File: src/rtl/mc_control.sv
// Multicycle ARM-subset control unit: main FSM, ALU decode, condition check
// and flag register. Instructions are gated only by cond_q, which is captured
// when DECODE ends, so a flag write never affects the instruction that made it.
module mc_control (
  input  logic        clk,
  input  logic        reset,
  input  logic [31:0] Instr,
  input  logic [3:0]  ALUFlags,
  output logic        PCWrite,
  output logic        MemWrite,
  output logic        RegWrite,
  output logic        IRWrite,
  output logic        AdrSrc,
  output logic [1:0]  RegSrc,
  output logic [1:0]  ALUSrcA,
  output logic [1:0]  ALUSrcB,
  output logic [1:0]  ResultSrc,
  output logic [1:0]  ImmSrc,
  output logic [2:0]  ALUControl
);

  localparam logic [3:0] StFetch    = 4'd0;
  localparam logic [3:0] StDecode   = 4'd1;
  localparam logic [3:0] StMemAdr   = 4'd2;
  localparam logic [3:0] StMemRd    = 4'd3;
  localparam logic [3:0] StMemWb    = 4'd4;
  localparam logic [3:0] StMemWr    = 4'd5;
  localparam logic [3:0] StExecuteR = 4'd6;
  localparam logic [3:0] StExecuteI = 4'd7;
  localparam logic [3:0] StAluWb    = 4'd8;
  localparam logic [3:0] StBranch   = 4'd9;

  logic [3:0] state_q, state_d;
  logic [3:0] flags_q;
  logic       cond_q;

  logic [3:0] cond;
  logic [1:0] op;
  logic [5:0] funct;
  logic [3:0] cmd;
  logic [3:0] rd;
  assign cond  = Instr[31:28];
  assign op    = Instr[27:26];
  assign funct = Instr[25:20];
  assign cmd   = funct[4:1];
  assign rd    = Instr[15:12];

  // Bit 24 (BL link) and the operand fields are not used by this controller.
  logic unused_instr;
  assign unused_instr = ^{Instr[19:16], Instr[11:0]};

  logic is_add, is_sub, is_cmp, is_execute;
  assign is_add     = (cmd == 4'b0100);
  assign is_sub     = (cmd == 4'b0010);
  assign is_cmp     = (cmd == 4'b1010);
  assign is_execute = (state_q == StExecuteR) || (state_q == StExecuteI);

  // ALU operation decode; unknown commands fall back to ADD.
  logic [2:0] alu_dec;
  always_comb begin
    unique case (cmd)
      4'b0100: alu_dec = 3'b000;
      4'b0010: alu_dec = 3'b001;
      4'b0000: alu_dec = 3'b010;
      4'b1100: alu_dec = 3'b011;
      4'b1010: alu_dec = 3'b001;
      default: alu_dec = 3'b000;
    endcase
  end

  // Flag write enables: {N,Z} on S-bit, {C,V} only for arithmetic ops.
  logic [1:0] flag_w;
  always_comb begin
    flag_w = 2'b00;
    if (is_execute) begin
      if (is_cmp) flag_w = 2'b11;
      else        flag_w = {funct[0], funct[0] & (is_add | is_sub)};
    end
  end

  // Condition evaluation against the stored flags.
  logic flag_n, flag_z, flag_c, flag_v, cond_ex;
  assign {flag_n, flag_z, flag_c, flag_v} = flags_q;
  always_comb begin
    unique case (cond)
      4'b0000: cond_ex = flag_z;
      4'b0001: cond_ex = ~flag_z;
      4'b0010: cond_ex = flag_c;
      4'b0011: cond_ex = ~flag_c;
      4'b0100: cond_ex = flag_n;
      4'b0101: cond_ex = ~flag_n;
      4'b0110: cond_ex = flag_v;
      4'b0111: cond_ex = ~flag_v;
      4'b1000: cond_ex = flag_c & ~flag_z;
      4'b1001: cond_ex = ~flag_c | flag_z;
      4'b1010: cond_ex = (flag_n == flag_v);
      4'b1011: cond_ex = (flag_n != flag_v);
      4'b1100: cond_ex = ~flag_z & (flag_n == flag_v);
      4'b1101: cond_ex = flag_z | (flag_n != flag_v);
      4'b1110: cond_ex = 1'b1;
      default: cond_ex = 1'b0;
    endcase
  end

  // Next-state logic.
  always_comb begin
    state_d = StFetch;
    unique case (state_q)
      StFetch:  state_d = StDecode;
      StDecode: begin
        unique case (op)
          2'b01:   state_d = StMemAdr;
          2'b00:   state_d = funct[5] ? StExecuteI : StExecuteR;
          2'b10:   state_d = StBranch;
          default: state_d = StFetch;
        endcase
      end
      StMemAdr:   state_d = funct[0] ? StMemRd : StMemWr;
      StMemRd:    state_d = StMemWb;
      StExecuteR,
      StExecuteI: state_d = is_cmp ? StFetch : StAluWb;
      default:    state_d = StFetch;
    endcase
  end

  // State register.
  always_ff @(posedge clk or posedge reset) begin
    if (reset) state_q <= StFetch;
    else       state_q <= state_d;
  end

  // Condition latch, captured as DECODE ends.
  always_ff @(posedge clk or posedge reset) begin
    if (reset)                    cond_q <= 1'b0;
    else if (state_q == StDecode) cond_q <= cond_ex;
  end

  // Flag register, written as an executed instruction's EXECUTE ends.
  always_ff @(posedge clk or posedge reset) begin
    if (reset) begin
      flags_q <= 4'b0000;
    end else if (is_execute && cond_q) begin
      if (flag_w[1]) flags_q[3:2] <= ALUFlags[3:2];
      if (flag_w[0]) flags_q[1:0] <= ALUFlags[1:0];
    end
  end

  // Per-state datapath controls.
  logic regw, memw, branch, nextpc;
  always_comb begin
    regw       = 1'b0;
    memw       = 1'b0;
    branch     = 1'b0;
    nextpc     = 1'b0;
    IRWrite    = 1'b0;
    AdrSrc     = 1'b0;
    ALUSrcA    = 2'b00;
    ALUSrcB    = 2'b00;
    ResultSrc  = 2'b00;
    ALUControl = 3'b000;
    unique case (state_q)
      StFetch: begin
        IRWrite   = 1'b1;
        ALUSrcA   = 2'b01;
        ALUSrcB   = 2'b10;
        ResultSrc = 2'b10;
        nextpc    = 1'b1;
      end
      StDecode: begin
        ALUSrcA   = 2'b01;
        ALUSrcB   = 2'b10;
        ResultSrc = 2'b10;
      end
      StMemAdr:   ALUSrcB = 2'b01;
      StMemRd:    AdrSrc  = 1'b1;
      StMemWb: begin
        ResultSrc = 2'b01;
        regw      = 1'b1;
      end
      StMemWr: begin
        AdrSrc = 1'b1;
        memw   = 1'b1;
      end
      StExecuteR: ALUControl = alu_dec;
      StExecuteI: begin
        ALUSrcB    = 2'b01;
        ALUControl = alu_dec;
      end
      StAluWb:    regw = ~is_cmp;
      StBranch: begin
        ALUSrcB   = 2'b01;
        ResultSrc = 2'b10;
        branch    = 1'b1;
      end
      default: ;
    endcase
  end

  // Instruction-field decodes valid in every state, plus cond-gated enables.
  logic pcs;
  assign RegSrc   = {(op == 2'b01) & ~funct[0], (op == 2'b10)};
  assign ImmSrc   = op;
  assign pcs      = branch | (regw & (rd == 4'b1111));
  assign RegWrite = regw & cond_q;
  assign MemWrite = memw & cond_q;
  assign PCWrite  = nextpc | (pcs & cond_q);

endmodule

File: config.mk
export PLATFORM = sky130hd
export DESIGN_NAME = mc_control
export DESIGN_NICKNAME = d
export VERILOG_FILES = /design/src/rtl/mc_control.sv
export SDC_FILE = /design/constraint.sdc
export NUM_CORES = 1
export LEC_CHECK = 0
export ABC_AREA = 1
export BUFFER_PORTS_ARGS = -buffer_cell sky130_fd_sc_hd__buf_2
export CORE_UTILIZATION = 45
export CTS_CLUSTER_DIAMETER = 60
export CTS_CLUSTER_SIZE = 25
export DETAILED_ROUTE_END_ITERATION = 8
export PLACE_DENSITY = 0.84
export SLEW_MARGIN = 25
export SYNTH_ARGS = -nofsm -noshare
export SYNTH_HDL_FRONTEND = slang
export SYNTH_SLANG_ARGS = --single-unit
File: constraint.sdc
create_clock -name clk -period 2.6 [get_ports clk]
set_input_delay 0.26 -clock clk [delete_from_list [all_inputs] [get_ports clk]]
set_output_delay 0.26 -clock clk [all_outputs]
set_load 0.01 [all_outputs]
=== Word-level counts from Yosys, hierarchy flattened ===
Index checks and enable logic that the tools add are counted.

* Eq/ne operators: 32
* Multiplexer cells: 18
* Bitwise operators: 19
* Reduce and logical (&&, ||, !) cells: 14

{| class="wikitable"
|+ Operators with widths
! operator !! count
|-
| $eq 4x4->1 const B || 12
|-
| $eq 4x3->1 const B || 9
|-
| $eq 4x2->1 const B || 5
|-
| $pmux 4 s5 || 1
|-
| $pmux 1 s15 || 1
|-
| $logic_not 4->1 || 3
|-
| $pmux 4 s3 || 1
|-
| $and 1x1->1 || 8
|-
| $eq 4x1->1 const B || 2
|-
| $pmux 2 s2 || 2
|-
| $reduce_or 2->1 || 4
|-
| $mux 1 || 6
|-
| $mux 3 || 2
|-
| $not 1->1 || 6
|-
| $pmux 2 s3 || 1
|-
| $reduce_or 3->1 || 2
|-
| $or 1x1->1 || 5
|-
| $mux 2 || 2
|-
| $mux 4 || 1
|-
| $reduce_and 2->1 || 2
|-
| $eq 2x1->1 const B || 1
|-
| $eq 2x2->1 const B || 1
|-
| $logic_not 2->1 || 1
|-
| $pmux 1 s2 || 1
|-
| 4 further kinds || 4
|}

* Register bits: 9
* Bits of input ports: 38
* Output and inout bits: 18
* Word-level logic and storage cells: 87

=== Logic depth before layout (Yosys ltp) ===
Gate-level depths: netlist (run 1).

* Word-level depth: 7
* Mapped depth: 10

=== Worst setup path after synthesis (run 1) ===
No wires, ideal clock.

* Path kind: flip-flop to output port
* Start point: register state_q[3]
* End point: output PCWrite
* Arrival: 1.069 ns
* Required time: 2.340 ns
* Slack: 1.271 ns
* Stages on the path, launching flop included: 6
* Cells stage by stage: dfrtp_1 -> nor2_1 -> inv_1 -> nor2_1 -> inv_1 -> nand2_1

* Elaborated cells on any way between the ends: 11
* Classes of those cells: 3 x eq/ne; 3 x mux; 4 x bitwise; 1 x reduce/logical

{| class="wikitable"
|+ RTL lines
! element !! RTL line !! source
|-
| start: declaration || 33 || <nowiki>logic [3:0] state_q, state_d;</nowiki>
|-
| start signal: assignment || 128 || <nowiki>if (reset) state_q <= StFetch;</nowiki>
|-
| start signal: assignment || 129 || <nowiki>else state_q <= state_d;</nowiki>
|-
| $logic_not 4->1 || -- ||
|-
| $mux 1 || -- ||
|-
| named net IRWrite || 12 || <nowiki>output logic IRWrite,</nowiki>
|-
| $or 1x1->1 || 206 || <nowiki>assign PCWrite = nextpc | (pcs & cond_q);</nowiki>
|-
| end: declaration || 9 || <nowiki>output logic PCWrite,</nowiki>
|}

The timed path passes the listed nets, and every way through them passes these cells.

=== Worst setup path after layout (run 1) ===
* Start point: register state_q[1]
* End point: output PCWrite

* Word-level cells in the longest chain between the ends: 6
* Elaborated cells on any way between the ends: 11
* Classes of those cells: 3 x eq/ne; 3 x mux; 4 x bitwise; 1 x reduce/logical

{| class="wikitable"
|+ Ends and longest elaborated chain
! element !! RTL line !! source
|-
| $eq 4x4->1 or $eq 4x3->1 (tied branches) || 161 || <nowiki>unique case (state_q)</nowiki>
|-
| $pmux 1 s2 || 161 ||
|-
| $and 1x1->1 || 203 || <nowiki>assign pcs = branch | (regw & (rd == 4'b1111));</nowiki>
|-
| $or 1x1->1 || 203 ||
|-
| $and 1x1->1 || 206 ||
|-
| $or 1x1->1 * || 206 ||
|}

Every way passes the cells marked *; elsewhere a longest branch is shown, timed or not.

==> metrics, run 1 <==
die span in x=46.02 um; CTS tree=built; max cap viols=0; Cell Area, Synth=872.1 sq um; most frequent cells in the layout=nand2_1 (38), buf_2 (37), inv_1 (27); Hold Fails Final Rpt=0; Netlist cell types=22; critical path type=reg2out; Max Slew Vio Count=0; CTS max path bufs=2; largest net degree at the start of global routing=10; total global routing track utilization=21.57%; vias in the first global route=888; final setup skew=0.004299 ns; commonest non-fill, non-tap cell in the layout=nand2_1; Seq pwr share=30.7%; share of layout cells above drive strength 1=25.81%; clock root buffer=clkbuf_4; hold depth=3; internal cell power=0.0004152 W; Cells after Synth=149; Avg Cell Area, Syn=5.853 sq um; final net count=225; Final period util=66.53%; P per Cell Area=736.2 nW/um^2; endpoints failing setup=0; routability cong.=0.8589; crit path DAT=1.47 ns; CP Launch Type=flip-flop; row cnt=15; Clock Pin Slew Worst Setup and Hold Paths=0.06 ns; vias=1013; Critical Path Fanout Max=9; status=completed; GRT overflow=0; Routed wire per std cell=9.185 um; Comb pwr share=56.1%; P_sw=0.0003843 W; part of the Yosys area used for sequential elements=25.82%; antenna violations before repair=0; Max H-tree Level=1; Tmin final=1.730 ns; drt first pass iters=4; Clock Power Share=13.2%; final instance area=1086 sq um; setup TNS=0 ns; Hold Worst Slack=0.2479 ns; Post-DRT Antenna Nets=0; Initial Utilization=49.43%; # DRC=0; Seq cells post-synth=9; RSZ-0062 raised after global routing=false; CP required=2.34 ns; critical path's slowest cell=dfrtp_1; clk sinks=9; Leakage=0.6669 nW; Net Sw Frac=48.06%; VDD IR-drop max=495.2 uV; cells on worst reg2reg path=5; most used cell along the critical path=nand2_1; slowest stage delay, CP=0.49 ns; CP Capture Type=output port; area delta synth->final=24.53%; total CTS buffers=3; total power=0.0007995 W; total die area=2118 sq um; core area=1764 sq um; die height=46.02 um; crit-path cells=nor2_1 -> inv_1 -> a21oi_1 -> nand2_1 -> nand2_1 -> nand2_1 -> nand2_1 -> buf_2; Iteration-0 DRC Markers=14; PortBufs=37; Routed WL=1938 um; Worst Hold Class=in2reg; worst-skew pair later-pin latency=0.26 ns; highest clock rate=578.1 MHz; YS warnings=0; I/O Pins=56; first-pass GRT wire length=3408 um; Post-DP Area=1050 sq um; ANT cells=0; post-detail-place hpwl=1691 um; Vias/cell=4.801
power groups by stage:
stage	clock network, W	logic (W)	registers [W]
final	0.000106	0.000448	0.000246
after global routing	0.000116	0.000515	0.000252
after CTS	0.000106	0.000451	0.000245
after detailed placement	0	0.000448	0.000247
after global placement	0	0.000436	0.000243
after floorplan	0	0.000338	0.000216
logic make-up after synthesis:
| kind of cell | Yosys count | share of synthesized area (%) |
|---|---|---|
| flops | 9 | 25.83 |
| buf+inv | 35 | 17.36 |
| compound gates | 18 | 12.63 |
| other cells | 1 | 0.4300 |
| simple gates | 86 | 43.76 |
through the flow:
stage	utilization [%]	worst slack, ns	cells
after CTS	61.56	0.8695	211
after global routing	61.56	0.7185	211
final	61.56	0.8702	211
after detailed placement	59.50	1.151	206
after global placement	59.50	1.178	206
after floorplan	-	1.271	150
synth_stat cells:
cell / n / area share, %
inv_1: 27 / 12
nor2_4: 2 / 2.6
a21boi_0: 1 / 0.86
o211ai_2: 1 / 1.4
nand4_1: 1 / 0.72
buf_4: 5 / 4.3
o21ai_2: 1 / 1.0
o211ai_1: 2 / 1.7
buf_2: 1 / 0.57
nand2_1: 38 / 16
nor2_1: 23 / 9.9
nand3_2: 1 / 1.1
o21ai_0: 4 / 2.3
conb_1: 1 / 0.43
o22ai_1: 1 / 0.72
inv_2: 2 / 0.86
nor3_1: 1 / 0.57
nand3b_1: 1 / 0.86
nand3_1: 18 / 10
a21oi_1: 8 / 4.6
dfrtp_1: 9 / 26
nand2_4: 1 / 1.3
worst paths after layout:
check	startpoint	slack (ns)	end
max in group asynchronous	reset	1.85	flags_q[1]
worst max-delay path	state_q[1]	0.87	PCWrite
worst max register to register	state_q[1]	1.32	state_q[2]
min in group asynchronous	reset	0.50	state_q[1]
worst min-delay path	ALUFlags[2]	0.25	flags_q[2]
worst min register to register	cond_q	0.55	cond_q
sequential cells by signal (all words and copies together), names as in the netlist:
| signal | cells |
|---|---|
| flags_q | 4 |
| state_q | 4 |
| cond_q | 1 |
worst max-delay path, delay by kind of cell (launching register included):
kind / cells / cell delay (ns)
AOI/OAI and AO/OA: 1 / 0.15
buffers and inverters: 2 / 0.19
DFF: 1 / 0.49
and+or+nand+nor: 5 / 0.38
cell type report:
class	instances	area, sq um
Clock buffer	4	26.28
Multi-Input combinational cell	106	499.2
Fill cell	188	678.2
Timing Repair Buffer	38	195.2
Tap cell	25	31.28
Inverter	29	108.9
Sequential cell	9	225.2
metal layers:
metal	wire length, um	vias up	GRT usage [%]
li1	-	532	-
met5	0	-	0
met1	903	448	27.67
met4	21	0	5.882
met3	63	5	2.381
met2	950	28	37.75
timing repair:
action                    in CTS  in global routing
gates resized for setup        0                  0
hold buffers                   1                  0
hold endpoints to repair       9                  0
buffers inserted               0                  0
Note: power is estimated with default switching activity, not from simulation.
==> inputs of run 2 (changes only) <==
Settings changed: CORE_UTILIZATION 45 to 42, PLACE_DENSITY 0.84 to 0.8.
Clock period 2.6 ns to 1.7 ns, I/O delays scaled along.
==> run 2 against run 1 <==
Compared with the run above:
- cell count up 1.4%
- sequential power up 54%
- count of clock-buffer cells in the layout unchanged
- combinational power up 57%
- wire length down 0.41%
- sequential cell count unchanged
- sequential share of layout area down 0.17 points
- highest routed layer unchanged
- clock power up 53%
- critical path depth down 2
- die area up 6.8%
- largest power group unchanged
- critical endpoint unchanged
- global-route usage down 3.5 points
==> metrics, run 2 (synthesized netlist as in run 1, its figures left out) <==
first-pass GRT wire length=2939 um (-14%); clock root buffer=clkbuf_4; area delta synth->final=26.26%; Max H-tree Level=1 (unchanged); Clock Pin Slew Worst Setup and Hold Paths=0.06 ns (about the same); Hold Fails Final Rpt=0 (unchanged); Worst Hold Class=in2reg; ANT cells=0 (unchanged); clk sinks=9 (unchanged); CTS tree=built; RSZ-0062 raised after global routing=true; Clock Power Share=13.0% (-0.2 points); share of layout cells above drive strength 1=27.81% (+2.0 points); total die area=2262 sq um (+6.8%); Reg area=226.5 sq um (+0.56%); flop-to-flop setup slack=0.47 ns (-0.85 ns); vias in the first global route=810 (-8.8%); Comb pwr share=56.6% (+0.5 points); P_sw=0.0005930 W (+54%); Max Slew Vio Count=0 (unchanged); largest net degree at the start of global routing=10 (unchanged); Critical path origin=state_q[1]; CP required=1.53 ns (-0.81 ns); critical path's slowest cell=dfrtp_2; CTS max path bufs=2 (unchanged); drt first pass iters=4 (unchanged); crit-path cells=nor2_1 -> nand2_1 -> nand2_1 -> nand2_1 -> nand2_1 -> buf_2; die span in x=47.57 um (+3.4%); final net count=226 (+0.44%); I/O Pins=56 (unchanged); PortBufs=37 (unchanged); worst-skew pair later-pin latency=0.26 ns (about the same); total global routing track utilization=18.08% (-3.5 points); Post-DRT Antenna Nets=0 (unchanged); Initial Utilization=44.45% (-5.0 points); CP Capture Type=output port; Net Sw Frac=47.69% (-0.38 points); most used cell along the critical path=nand2_1; core area=1962 sq um (+11%); Iteration-0 DRC Markers=13 (-1); Routed WL=1930 um (-0.41%); post-detail-place hpwl=1653 um (-2.3%); Final period util=94.02%; max cap viols=0 (unchanged); vias=1030 (+1.7%); P per Cell Area=1129 nW/um^2 (+53%); Buf/Inv on CP=1 (-1); highest clock rate=625.6 MHz; multi-input combinational cell area=503.0 sq um (+0.75%); cells on worst reg2reg path=5 (unchanged); Crit. path cell count=6 (-2); total CTS buffers=3 (unchanged); Hold Worst Slack=0.1513 ns (-0.09659 ns); crit path DAT=1.43 ns (-0.04 ns); internal cell power=0.0006506 W (+57%); total power=0.001244 W (+56%); CP endpoint=PCWrite; Seq pwr share=30.4% (-0.3 points); largest registers=flags_q x4, state_q x4, cond_q x1; GRT overflow=0 (unchanged); final setup skew=0.001603 ns (-0.002696 ns); r2r endpoint=state_q[2]; most frequent cells in the layout=nand2_1 (38), buf_2 (37), inv_1 (26); antenna violations before repair=0 (unchanged); Vias/cell=4.813 (+0.25%); Tmin final=1.598 ns; Routed wire per std cell=9.019 um (-1.8%); VDD IR-drop max=865.8 uV (+75%); row cnt=16 (+1); family with the most delay on the worst path=simple AND/OR/NAND/NOR gates; commonest non-fill, non-tap cell in the layout=nand2_1; CP Launch Type=flip-flop; slowest stage delay, CP=0.48 ns (about the same); RR Startpoint=state_q[1]; endpoints failing setup=0 (unchanged); routability cong.=0.8398 (-2.2%); status=completed; Fillers=203 (+8.0%); Leakage=0.6696 nW (+0.40%); die height=47.57 um (+3.4%); Critical Path Fanout Max=9 (unchanged); critical path type=reg2out; # DRC=0 (unchanged)
-- run 2: cell types whose count changed in the layout (fill, tap and decap cells not counted), sizes merged --
cell / previous run / this run
buf: 37 / 38
-- run 2: cell type report --
type,count,share of cell area [%]
multi-input cells,106,45.68
flip-flops and latches,9,20.57
repair buffers,39,18.41
inverters,29,9.886
well taps,27,3.068
clock buffers,4,2.386
-- run 2: what timing repair did --
item | 4_1_cts | 5_1_grt
endpoints found under the hold margin | 9 | 0
endpoints found under the setup margin | 0 | 2
gates resized for setup | 0 | 3
hold buffers | 1 | 0
setup buffers | 0 | 1
-- run 2: power by group through the flow --
stage,Sequential (W),Combinational (W),Clock [W]
after floorplan,0.000330,0.000516,0
after global placement,0.000373,0.000669,0
after detailed placement,0.000377,0.000682,0
after CTS,0.000373,0.000688,0.000171
after global routing,0.000393,0.000798,0.000178
final,0.000378,0.000704,0.000162
-- run 2: metrics by stage --
stage                     setup WS (ns)  instance area [sq um]  setup TNS, ns  utilization (%)  instances
final                            0.1016                   1101              0            56.12        214
after global routing           -0.01897                   1101       -0.01897            56.12        214
after CTS                       0.04513                   1089              0            55.48        213
after detailed placement         0.3503                   1052              0            53.64        208
after global placement           0.3705                   1052              0            53.64        208
after floorplan                  0.4608                  875.8              0                -        150
-- run 2: worst min-delay path by stage --
stage | slack (ns) | end | startpoint | cells after the start
finish | 0.15 | flags_q[3] | ALUFlags[3] | 3
global route | 0.16 | state_q[1] | Instr[27] | 2
CTS | 0.15 | flags_q[3] | ALUFlags[3] | 3
detailed placement | 0.15 | flags_q[2] | reset | 2
global placement | 0.15 | flags_q[1] | reset | 2
floorplan | -0.002 | cond_q | reset | 1
-- run 2: metal layers --
| layer | global-route usage, % | part of all wire [%] | up-vias |
|---|---|---|---|
| li1 | - | - | 534 |
| met1 | 20.32 | 44 | 459 |
| met2 | 32.33 | 49 | 30 |
| met4 | 11.11 | 2.8 | 0 |
| met3 | 2.264 | 4.2 | 7 |
| met5 | 0 | 0 | - |
-- run 2: worst min-delay path, delay by kind of cell --
kind	cells	cell delay [ns]
AOI/OAI and AO/OA	1	0.09
and+or+nand+nor	1	0.03
buffers and inverters	1	0.07
==> inputs of run 3 (changes only) <==
Settings changed: CORE_MARGIN set to 2.
==> run 3 against run 2 <==
Compared with the run above:
- sequential share of layout area grew 0.067 points
- largest cell class unchanged
- sequential power grew 1%
- largest power group unchanged
- cell count shrank 0.47%
==> metrics, run 3 (synthesized netlist as in run 1, its figures left out) <==
PortBufs=37 (unchanged); # DRC=0 (unchanged); Leakage=0.6670 nW (-0.39%); I/O Pins=56 (unchanged); die height=49.57 um (+4.2%); clk sinks=9 (unchanged); setup TNS=0 ns (unchanged); Worst Hold Class=in2reg; P per Cell Area=1137 nW/um^2 (+0.65%); vias=1018 (-1.2%); total die area=2457 sq um (+8.6%); Routed wire per std cell=9.531 um (+5.7%); share of layout cells above drive strength 1=29.57% (+1.8 points); ANT cells=0 (unchanged); Critical Path Fanout Max=4 (-5); CP Capture Type=output port; post-detail-place hpwl=1701 um (+2.9%); routability cong.=0.8817 (+5.0%); row cnt=16 (unchanged); die span in x=49.57 um (+4.2%); first-pass GRT wire length=3477 um (+18%); Hold Fails Final Rpt=0 (unchanged); total global routing track utilization=17.38% (-0.70 points); final net count=225 (-0.44%); Iteration-0 DRC Markers=18 (+5); CP required=1.53 ns (about the same); total CTS buffers=3 (unchanged); final worst setup slack=0.08160 ns (-0.02000 ns); status=completed; drt first pass iters=4 (unchanged); CTS tree=built; antenna violations before repair=0 (unchanged); most frequent cells in the layout=nand2_1 (38), buf_2 (37), inv_1 (27); dpl ws=0.3371 ns (-0.01320 ns); Fillers=213 (+4.9%); Final period util=95.20% (+1.2 points); commonest non-fill, non-tap cell in the layout=nand2_1; Vias/cell=4.779 (-0.70%); critical path type=reg2out; Post-DRT Antenna Nets=0 (unchanged); highest clock rate=617.9 MHz (-1.2%); CTS max path bufs=2 (unchanged); area delta synth->final=26.54%; max cap viols=0 (unchanged); clock root buffer=clkbuf_4; crit path DAT=1.45 ns (+0.02 ns); Initial Utilization=44.45% (unchanged); largest registers=flags_q x4, state_q x4, cond_q x1; Tmin final=1.618 ns (+0.02000 ns); Routed WL=2030 um (+5.2%); VDD IR-drop max=868.0 uV (+0.25%); Post-CTS Setup Inserts=0 (unchanged); endpoints failing setup=0 (unchanged); final setup skew=0.0002109 ns (-0.001392 ns); largest net degree at the start of global routing=10 (unchanged); Clock Pin Slew Worst Setup and Hold Paths=0.06 ns (about the same); Max H-tree Level=1 (unchanged); vias in the first global route=933 (+15%); CP Launch Type=flip-flop; Max Slew Vio Count=0 (unchanged); worst-skew pair later-pin latency=0.25 ns (about the same); GRT overflow=0 (unchanged); core area=1962 sq um (unchanged); total power=0.001254 W (+0.87%)
## run 3: layout make-up
cell class / count / area [sq um] / share of cell area [%]
Clock buffer: 3 / 22.52 / 2.041
Clock inverter: 1 / 5.005 / 0.4535
Inverter: 29 / 108.9 / 9.864
Multi-Input combinational cell: 106 / 510.5 / 46.26
Sequential cell: 9 / 227.7 / 20.63
Tap cell: 27 / 33.78 / 3.061
Timing Repair Buffer: 38 / 195.2 / 17.69
## run 3: what timing repair did
| item | 4_1_cts | 5_1_grt |
|---|---|---|
| hold buffers | 1 | 0 |
| endpoints found under the setup margin | 0 | 3 |
| gates resized for setup | 0 | 6 |
| endpoints found under the hold margin | 9 | 0 |
## run 3: path summary, 6_finish.rpt
path                        startpoint    endpoint  slack, ns  cells past startpoint
setup reg to reg            state_q[3]  flags_q[0]       0.49                      6
max in group asynchronous        reset  state_q[1]       1.02                      3
hold reg to reg                 cond_q      cond_q       0.52                      2
setup / recovery            state_q[3]     PCWrite       0.08                      8
min in group asynchronous        reset  flags_q[2]       0.41                      3
hold / removal             ALUFlags[2]  flags_q[2]       0.16                      3
## run 3: where the power goes
group / internal, W / switching (W) / total, W
Combinational: 0.000271 / 0.000439 / 0.000710
Clock: 0.0000867 / 0.0000760 / 0.000163
Sequential: 0.000287 / 0.0000955 / 0.000382
Total: 0.000644 / 0.000610 / 0.00125
## run 3: stage by stage
step	hold WS [ns]	instance area, sq um	util, %	cells
global placement	0.1432	1052	53.64	208
finish	0.1613	1104	56.25	213
floorplan	-0.002082	875.8	-	150
detailed placement	0.1496	1052	53.64	208
global route	0.1667	1104	56.25	213
CTS	0.1551	1090	55.55	213
## run 3: critical path: stages (launching register included)
cell	delay, ns
dfrtp_2	0.44
nor2_4	0.17
inv_1	0.09
a21oi_2	0.16
nand2_1	0.07
nand2_1	0.06
nand2_1	0.05
nand2_1	0.05
buf_2	0.12
## run 3: routing by layer
metal | vias up | wire length (um) | track usage, %
met4 | 0 | 28 | 8.333
met3 | 2 | 103 | 0.9091
met2 | 35 | 1005 | 30.44
met5 | - | 0 | 0
li1 | 530 | - | -
met1 | 451 | 892 | 21.63
